**src/rtl/analogizer_csync_gen.sv**
```systemverilog
// Broadcast-style composite sync generator: measures line period and HS width,
// then serrates VS once timing is stable. Optional equalizing pulses: CSYNC_EQ_EN.
module analogizer_csync_gen #(
  parameter int LINE_W   = 12,
  parameter int MIN_LINE = 64,
  parameter int EQ_LINES = 3
) (
  input  logic              i_clk,
  input  logic              i_rst,
  input  logic              i_hs,
  input  logic              i_vs,
  output logic              o_csync_n,
  output logic              o_locked,
  output logic [LINE_W-1:0] o_line_len,
  output logic [LINE_W-1:0] o_hs_width
);

  localparam logic [LINE_W-1:0] ONE     = LINE_W'(1);
  localparam logic [LINE_W-1:0] CNT_MAX = {LINE_W{1'b1}};
  localparam logic [LINE_W-1:0] MIN_LEN = LINE_W'(MIN_LINE);

  // Out-of-range EQ_LINES fails elaboration on an undefined module.
  if (EQ_LINES < 1 || EQ_LINES > 254) begin : g_eq_lines_range_error
    invalid_eq_lines_parameter u_err ();
  end

  logic              hs_q, hs_d;
  logic              vs_q, vs_d;
  logic [LINE_W-1:0] lc_q, lc_d;
  logic [LINE_W-1:0] wc_q, wc_d;
  logic [LINE_W-1:0] ph_q, ph_d;
  logic [LINE_W-1:0] line_len_q, line_len_d;
  logic [LINE_W-1:0] hs_width_q, hs_width_d;
  logic              locked_q, locked_d;
  logic              csync_q, csync_d;

  logic              hs_rise, hs_fall;
  logic              lc_sat, wc_sat;
  logic              meas_en, width_en;
  logic [LINE_W-1:0] meas;
  logic [LINE_W-1:0] half, hp;

  always_comb begin
    hs_d    = i_hs;
    vs_d    = i_vs;
    hs_rise = i_hs & ~hs_q;
    hs_fall = ~i_hs & hs_q;
    lc_sat  = (lc_q == CNT_MAX);
    wc_sat  = (wc_q == CNT_MAX);

    lc_d = lc_q;
    if (hs_rise)     lc_d = '0;
    else if (!lc_sat) lc_d = lc_q + ONE;

    wc_d = wc_q;
    if (i_hs) begin
      if (hs_rise)      wc_d = ONE;
      else if (!wc_sat) wc_d = wc_q + ONE;
    end

    ph_d = ph_q + ONE;
    if (hs_rise || ph_q == line_len_q - ONE) ph_d = '0;

    half = line_len_q >> 1;
    hp   = (ph_d < half) ? ph_d : ph_d - half;
  end

  // A VS edge on the HS rise cycle (either direction) suppresses measurement.
  always_comb begin
    meas     = lc_q + ONE;
    meas_en  = hs_rise & ~i_vs & ~vs_q;
    width_en = hs_fall & ~i_vs;

    locked_d   = locked_q;
    line_len_d = line_len_q;
    hs_width_d = hs_width_q;

    if (meas_en) begin
      if (lc_sat || meas < MIN_LEN) begin
        locked_d = 1'b0;
      end else if (meas == line_len_q) begin
        locked_d = 1'b1;
      end else begin
        line_len_d = meas;
        locked_d   = 1'b0;
      end
    end

    if (width_en) begin
      hs_width_d = wc_q;
      if (wc_q != hs_width_q) locked_d = 1'b0;
    end

    if (lc_sat) locked_d = 1'b0;
    if (hs_width_d >= (line_len_d >> 1)) locked_d = 1'b0;
  end

`ifdef CSYNC_EQ_EN
  localparam logic [7:0] EQ_LOAD      = 8'(EQ_LINES);
  localparam logic [7:0] EQ_LOAD_LATE = 8'(EQ_LINES + 1);

  logic [7:0] eq_cnt_q, eq_cnt_d;
  logic       eq_on;

  // A VS fall mid-line loads one extra so only full lines get equalizing pulses.
  always_comb begin
    eq_cnt_d = eq_cnt_q;
    if (!locked_q || (i_vs && !vs_q)) begin
      eq_cnt_d = '0;
    end else if (!i_vs && vs_q) begin
      eq_cnt_d = (ph_d == '0) ? EQ_LOAD : EQ_LOAD_LATE;
    end else if (ph_d == '0 && eq_cnt_q != '0) begin
      eq_cnt_d = eq_cnt_q - 8'd1;
    end
    eq_on = (eq_cnt_d != '0) && (eq_cnt_d <= EQ_LOAD);
  end

  always_ff @(posedge i_clk) begin
    if (i_rst) eq_cnt_q <= '0;
    else       eq_cnt_q <= eq_cnt_d;
  end
`endif

  always_comb begin
    if (!locked_q) begin
      csync_d = ~(i_hs ^ i_vs);
    end else if (i_vs) begin
      csync_d = (hp >= (half - hs_width_q));
`ifdef CSYNC_EQ_EN
    end else if (eq_on) begin
      csync_d = (hp >= (hs_width_q >> 1));
`endif
    end else begin
      csync_d = ~i_hs;
    end
  end

  always_ff @(posedge i_clk) begin
    if (i_rst) begin
      hs_q       <= 1'b0;
      vs_q       <= 1'b0;
      lc_q       <= '0;
      wc_q       <= '0;
      ph_q       <= '0;
      line_len_q <= '0;
      hs_width_q <= '0;
      locked_q   <= 1'b0;
      csync_q    <= 1'b1;
    end else begin
      hs_q       <= hs_d;
      vs_q       <= vs_d;
      lc_q       <= lc_d;
      wc_q       <= wc_d;
      ph_q       <= ph_d;
      line_len_q <= line_len_d;
      hs_width_q <= hs_width_d;
      locked_q   <= locked_d;
      csync_q    <= csync_d;
    end
  end

  assign o_csync_n  = csync_q;
  assign o_locked   = locked_q;
  assign o_line_len = line_len_q;
  assign o_hs_width = hs_width_q;

endmodule

```
**config.mk**
```make
export PLATFORM = sky130hd
export DESIGN_NAME = analogizer_csync_gen
export DESIGN_NICKNAME = d
export VERILOG_FILES = /design/src/rtl/analogizer_csync_gen.sv
export SDC_FILE = /design/constraint.sdc
export NUM_CORES = 1
export LEC_CHECK = 0
export BUFFER_PORTS_ARGS = -buffer_cell sky130_fd_sc_hd__buf_4
export CELL_PAD_IN_SITES_DETAIL_PLACEMENT = 0
export CELL_PAD_IN_SITES_GLOBAL_PLACEMENT = 1
export CORE_ASPECT_RATIO = 1.5
export CORE_UTILIZATION = 42
export DETAILED_ROUTE_END_ITERATION = 12
export MAX_ROUTING_LAYER = met4
export PLACE_DENSITY_LB_ADDON = 0.1
export SYNTH_ARGS = -nofsm -noshare
export SYNTH_HDL_FRONTEND = slang
export SYNTH_SLANG_ARGS = --single-unit
```
**constraint.sdc**
```tcl
create_clock -name i_clk -period 5.8 [get_ports i_clk]
set_input_delay 0.58 -clock i_clk [delete_from_list [all_inputs] [get_ports i_clk]]
set_output_delay 0.58 -clock i_clk [all_outputs]
set_load 0.02 [all_outputs]
```
# Word-level counts from Yosys, hierarchy flattened
# Cells that the tools add are included.
[word_totals]
register_bits = 64
in_bits = 4
output_inout_bits = 26
wordCells = 60
[classes]
addsub = 6
n_lt_le_gt_ge = 4
eq_ne = 6
n_mux = 15
bitwise_logic = 13
reduce_logical = 6
[ops]
columns = ["operator", "count"]
rows = [
  ["$mux 12", 8],
  ["$add 12x1->12 const B", 3],
  ["$eq 12x12->1", 2],
  ["$eq 12x12->1 const B", 2],
  ["$ge 12x11->1", 1],
  ["$ge 12x12->1", 1],
  ["$lt 12x11->1", 1],
  ["$lt 12x7->1 const B", 1],
  ["$ne 12x12->1", 1],
  ["$sub 11x12->12", 1],
  ["$sub 12x1->12 const B", 1],
  ["$sub 12x11->12", 1],
  ["$mux 1", 7],
  ["$not 1->1", 7],
  ["$and 1x1->1", 5],
  ["$reduce_and 3->1", 1],
  ["$reduce_or 3->1", 1],
  ["$logic_or 1x1->1", 2],
  ["$ne 2x2->1 const B", 1],
  ["$reduce_and 2->1", 1],
  ["$reduce_or 2->1", 1],
  ["$xor 1x1->1", 1],
]

# Longest topological paths before layout
[logic_depth]
word_depth = 9
mapped_depth = 30
ltp_nobuf = 28

# Worst setup path before layout
# No wires, ideal clock.
[synth_timing]
path_type = "register to register"
start = "register line_len_q[4], in the netlist o_line_len[4]"
end = "register csync_q, in the netlist o_csync_n"
arrival_time_ps = 5900
t_required_ps = 5672
path_slack_ps = -228
stages_incl_launch_ff = 30
n_path_buf = 4
period_less_slack_ps = 6028
cell_sequence = "dfxtp_1 buf_2 or4_4 or3_1 or4_1 nand4_1 o2111ai_2 o21ai_4 buf_2 nor2_1 ha_1 and2_1 o21ai_0 a31oi_1 a31oi_1 o21ai_0 nor2b_1 clkbuf_1 nand2b_1 buf_6 o22a_1 ha_1 nand2b_1 a21o_1 a21o_1 a21o_1 a211oi_1 o31ai_1 a21oi_1 o21ai_0"
[synth_between]
elab_chain_len = 9
[synth_rtl]
columns = ["element", "line", "rtl"]
rows = [
  ["from (decl)", "32", "logic [LINE_W-1:0] line_len_q, line_len_d;"],
  ["from (signal assigned)", "155", "line_len_q <= line_len_d;"],
  ["$sub 12x1->12 (*)", "62", "if (hs_rise || ph_q == line_len_q - ONE) ph_d = '0;"],
  ["$eq 12x12->1 (*)", "62", ""],
  ["$logic_or 1x1->1 (*)", "62", ""],
  ["$mux 12 (*)", "62", ""],
  ["named net ph_d[4]", "31", "logic [LINE_W-1:0] ph_q, ph_d;"],
  ["$sub 12x11->12 / $lt 12x11->1 (equally long branches)", "65", "hp = (ph_d < half) ? ph_d : ph_d - half;"],
  ["$mux 12 (*)", "65", ""],
  ["$ge 12x12->1 (*)", "128", "csync_d = (hp >= (half - hs_width_q));"],
  ["$mux 1 (*)", "127", "end else if (i_vs) begin"],
  ["$mux 1 (*)", "125", "if (!locked_q) begin"],
  ["to (signal assigned)", "158", "csync_q <= csync_d;"],
  ["to (decl)", "35", "logic csync_q, csync_d;"],
]
# The timed path passes the listed nets; every way through them passes the cells marked *.
# A chain may end at the register's enable or synchronous reset.

# Worst setup path after layout
# Same ends and word-level chain as after synthesis.

==> flow_metrics.py <==
metrics = {
    "worst_setup_path": {
        "critPathTopFamily": "compound AO/OA/AOI/OAI gates",
        "required_ns": 6.01,
        "path_class": "reg2reg",
        "cp-end-kind": "flip-flop",
        "r2r-end": "o_csync_n$_SDFF_PP1_",
        "crit_path_top_delay_cell": "or4_4",
        "crit_fanout": 6,
        "reg2reg_from": "o_line_len[4]$_SDFF_PP0_",
        "reg2reg_slack_ns": 0.19,
        "critPathBufInv": 1,
        "reg2reg_depth": 26,
        "critPathArrivalTime_ns": 5.82,
        "max_stage_delay_ns": 0.54,
        "critical_path.startpoint_type": "flip-flop",
        "path_common_cell": "a21o_1",
    },
    "clock_tree": {
        "insertion_delay_ns": 0.34,
        "cts_tree": "yes",
        "hold_buffers": 0,
        "ctsHtreeMaxLevel": 3,
        "clockBufferDepth": 2,
        "clk_transition_reported_paths_ns": 0.06,
        "cts_buffers": 9,
        "cts_num_sinks": 64,
        "root_buffer": "clkbuf_16",
    },
    "floorplanning": {
        "start_util_pct": 43.69,
        "rows": 48,
        "ios": 30,
        "fp.coreArea_sq_um": 11650,
        "dieHeight_um": 136.8,
        "dieWidth_um": 91.89,
        "die_area_sq_um": 12570,
    },
    "power_and_ir_drop": {
        "cellLeakagePower_uw": 0.002373,
        "ir_drop_mv": 0.1496,
        "p_per_area_nw_per_um2": 195.6,
        "finalPower_uw": 1162,
    },
    "grt": {
        "grt_pass1_vias": 4546,
        "use_met1_pct": 27.19,
        "grt_usage_pct": 26.50,
        "grt_pass1_wl_um": 24110,
        "antenna_found_initial": 0,
        "grt_max_degree": 33,
        "use_met2_pct": 47.76,
        "grt_most_used_layer": "met2",
        "overflow": 0,
        "met3_usage_pct": 4.000,
    },
    "route": {
        "avgRoutedWirePerCell_um": 18.76,
        "drtIter0Drc": 254,
        "dr.pass1.iters": 5,
        "routed_via_density": 5.655,
        "ant_nets": 0,
        "vias": 4677,
        "finalWirelength_um": 15510,
        "post-route-drc-count": 0,
    },
    "sta": {
        "final-setup-viol-count": 0,
        "setup_ws_ns": 0.1864,
        "min_period_ns": 5.614,
        "maxSlewViolCount": 0,
        "skew_ns": 0.009674,
        "fmax_mhz": 178.1,
        "tightest_slew_ns": 0.9996,
        "hold_viol_final": 0,
        "min_period_over_period_pct": 96.79,
        "max_slew_margin_pct": 33.36,
    },
    "worst_hold_path": {
        "hold_path.class": "in2reg",
        "min_from": "i_vs",
        "whs_path_depth": 2,
        "min_to": "vs_q$_SDFF_PP0_",
    },
    "synthesis": {
        "synth-edff-count": 0,
        "synthesis.area_sq_um": 5090,
        "ys_types": 58,
        "synth_seq_cells": 64,
        "synthArstFlopShare_pct": 0,
        "syn_inst": 636,
        "seq_area_frac_synth_pct": 25.17,
        "syn_nets": 691,
        "synth.avg_cell_area_sq_um": 8.003,
        "synth_top_flop_cell": "dfxtp_1",
        "yosysWarnings": 0,
    },
    "layout": {
        "n_antenna_cell": 0,
        "drive_gt1_share_pct": 14.48,
        "fillCellCount": 1158,
        "mostFrequentLayoutCell": "nor2_1",
        "finalNetCount": 727,
        "regArea_sq_um": 1285,
        "postLayoutCellArea_sq_um": 5941,
        "area_growth_pct": 16.72,
        "final_cell_mix": "nor2_1, dfxtp_1, buf_4",
        "multiInputGateArea_sq_um": 3586,
    },
    "placement": {
        "gp_congestion": 0.9179,
        "place_area_sq_um": 5507,
        "place.port_buffers": 29,
        "dp_slack_ns": 0.05476,
        "place_hpwl_um": 12270,
    },
    "outcome": {
        "status": "complete, no violations",
    },
    "run": {
        "drv_cap": 0,
    },
}
power breakdown:
part           total, uW  switching, uW  internal (uW)
Sequential           451           6.60            444
Clock                612            200            412
Combinational       99.5           55.6           43.9
sequential cells by signal, indices dropped and copies added (netlist names):
| signal | flops |
|---|---|
| hs_q | 1 |
| o_line_len | 12 |
| o_csync_n | 1 |
| o_locked | 1 |
| o_hs_width | 12 |
| ph_q | 12 |
| wc_q | 12 |
| vs_q | 1 |
| lc_q | 12 |
stage by stage:
stage | TNS (ns) | instances | hold WS (ns) | util (%)
4_1_cts | 0 | 820 | 0.5029 | 50.13
3_5_place_dp | 0 | 804 | 0.5074 | 47.26
3_3_place_gp | 0 | 804 | 0.4976 | 47.26
2_1_floorplan | 0 | 636 | 0.4741 | -
6_report | 0 | 827 | 0.5119 | 50.99
5_1_grt | -0.05348 | 827 | 0.5408 | 50.99
cells in the mapped netlist (5+ instances only):
cell type  instances  area, sq um
nand3_1           21        105.1
and3_1             8        50.05
xor2_1            42        367.9
inv_1             34        127.6
nor2b_1           22        137.6
o21ai_0           31        155.2
a211oi_1           5        37.54
nor3_1            12        60.06
xnor2_1           42        367.9
nand4_1           18        112.6
nand2b_1          10        62.56
mux2i_1            8        80.08
buf_2              6        30.03
a21oi_1           25        125.1
ha_1              49        613.1
a21o_1            13        97.59
nand2_1           36        135.1
clkbuf_1          20        75.07
o211ai_1           5        37.54
o32ai_1            7        61.31
mux2_2             5        56.30
nor2_1            79        296.5
dfxtp_1           64         1281
kinds of logic after synthesis:
| kind of cell | Yosys count | share of synthesized area (%) |
|---|---|---|
| adders and majority gates | 51 | 12.83 |
| and+or+nand+nor | 236 | 23.23 |
| xor gates and xnor gates | 84 | 14.45 |
| muxes | 13 | 2.679 |
| AOI/OAI and AO/OA | 124 | 16.47 |
| buffers and inverters | 64 | 5.162 |
| DFF | 64 | 25.17 |
final cells by class:
cell class | instances | area share [%]
inverter | 34 | 2.148
sequential | 64 | 21.63
multi-input combinational | 508 | 60.36
timing repair buffer | 55 | 7.077
clock buffer | 14 | 4.612
tap | 150 | 3.159
clock inverter | 2 | 1.011
how the worst max path moves through the flow:
stage	from	end	slack, ns	cells after the start
2_1_floorplan	o_line_len[4]$_SDFF_PP0_	o_csync_n$_SDFF_PP1_	0.003	29
4_1_cts	o_line_len[0]$_SDFFE_PP0P_	o_csync_n$_SDFF_PP1_	0.04	26
3_3_place_gp	o_line_len[0]$_SDFFE_PP0P_	o_csync_n$_SDFF_PP1_	0.14	26
3_5_place_dp	o_line_len[1]$_SDFF_PP0_	o_csync_n$_SDFF_PP1_	0.05	27
6_report	o_line_len[4]$_SDFF_PP0_	o_csync_n$_SDFF_PP1_	0.19	26
5_1_grt	o_line_len[4]$_SDFF_PP0_	o_csync_n$_SDFF_PP1_	-0.05	26
repair_timing:
item	CTS	global route
hold endpoints to repair	0	0
buffers inserted	0	7
setup endpoints to repair	0	1
gates resized for setup	0	12
routing by layer:
layer	vias up	wire length, um
met5	-	0
met4	0	805
met3	49	534
met2	99	8092
met1	2229	6079
li1	2300	-
No activity file was read; power rests on OpenSTA's default activity.
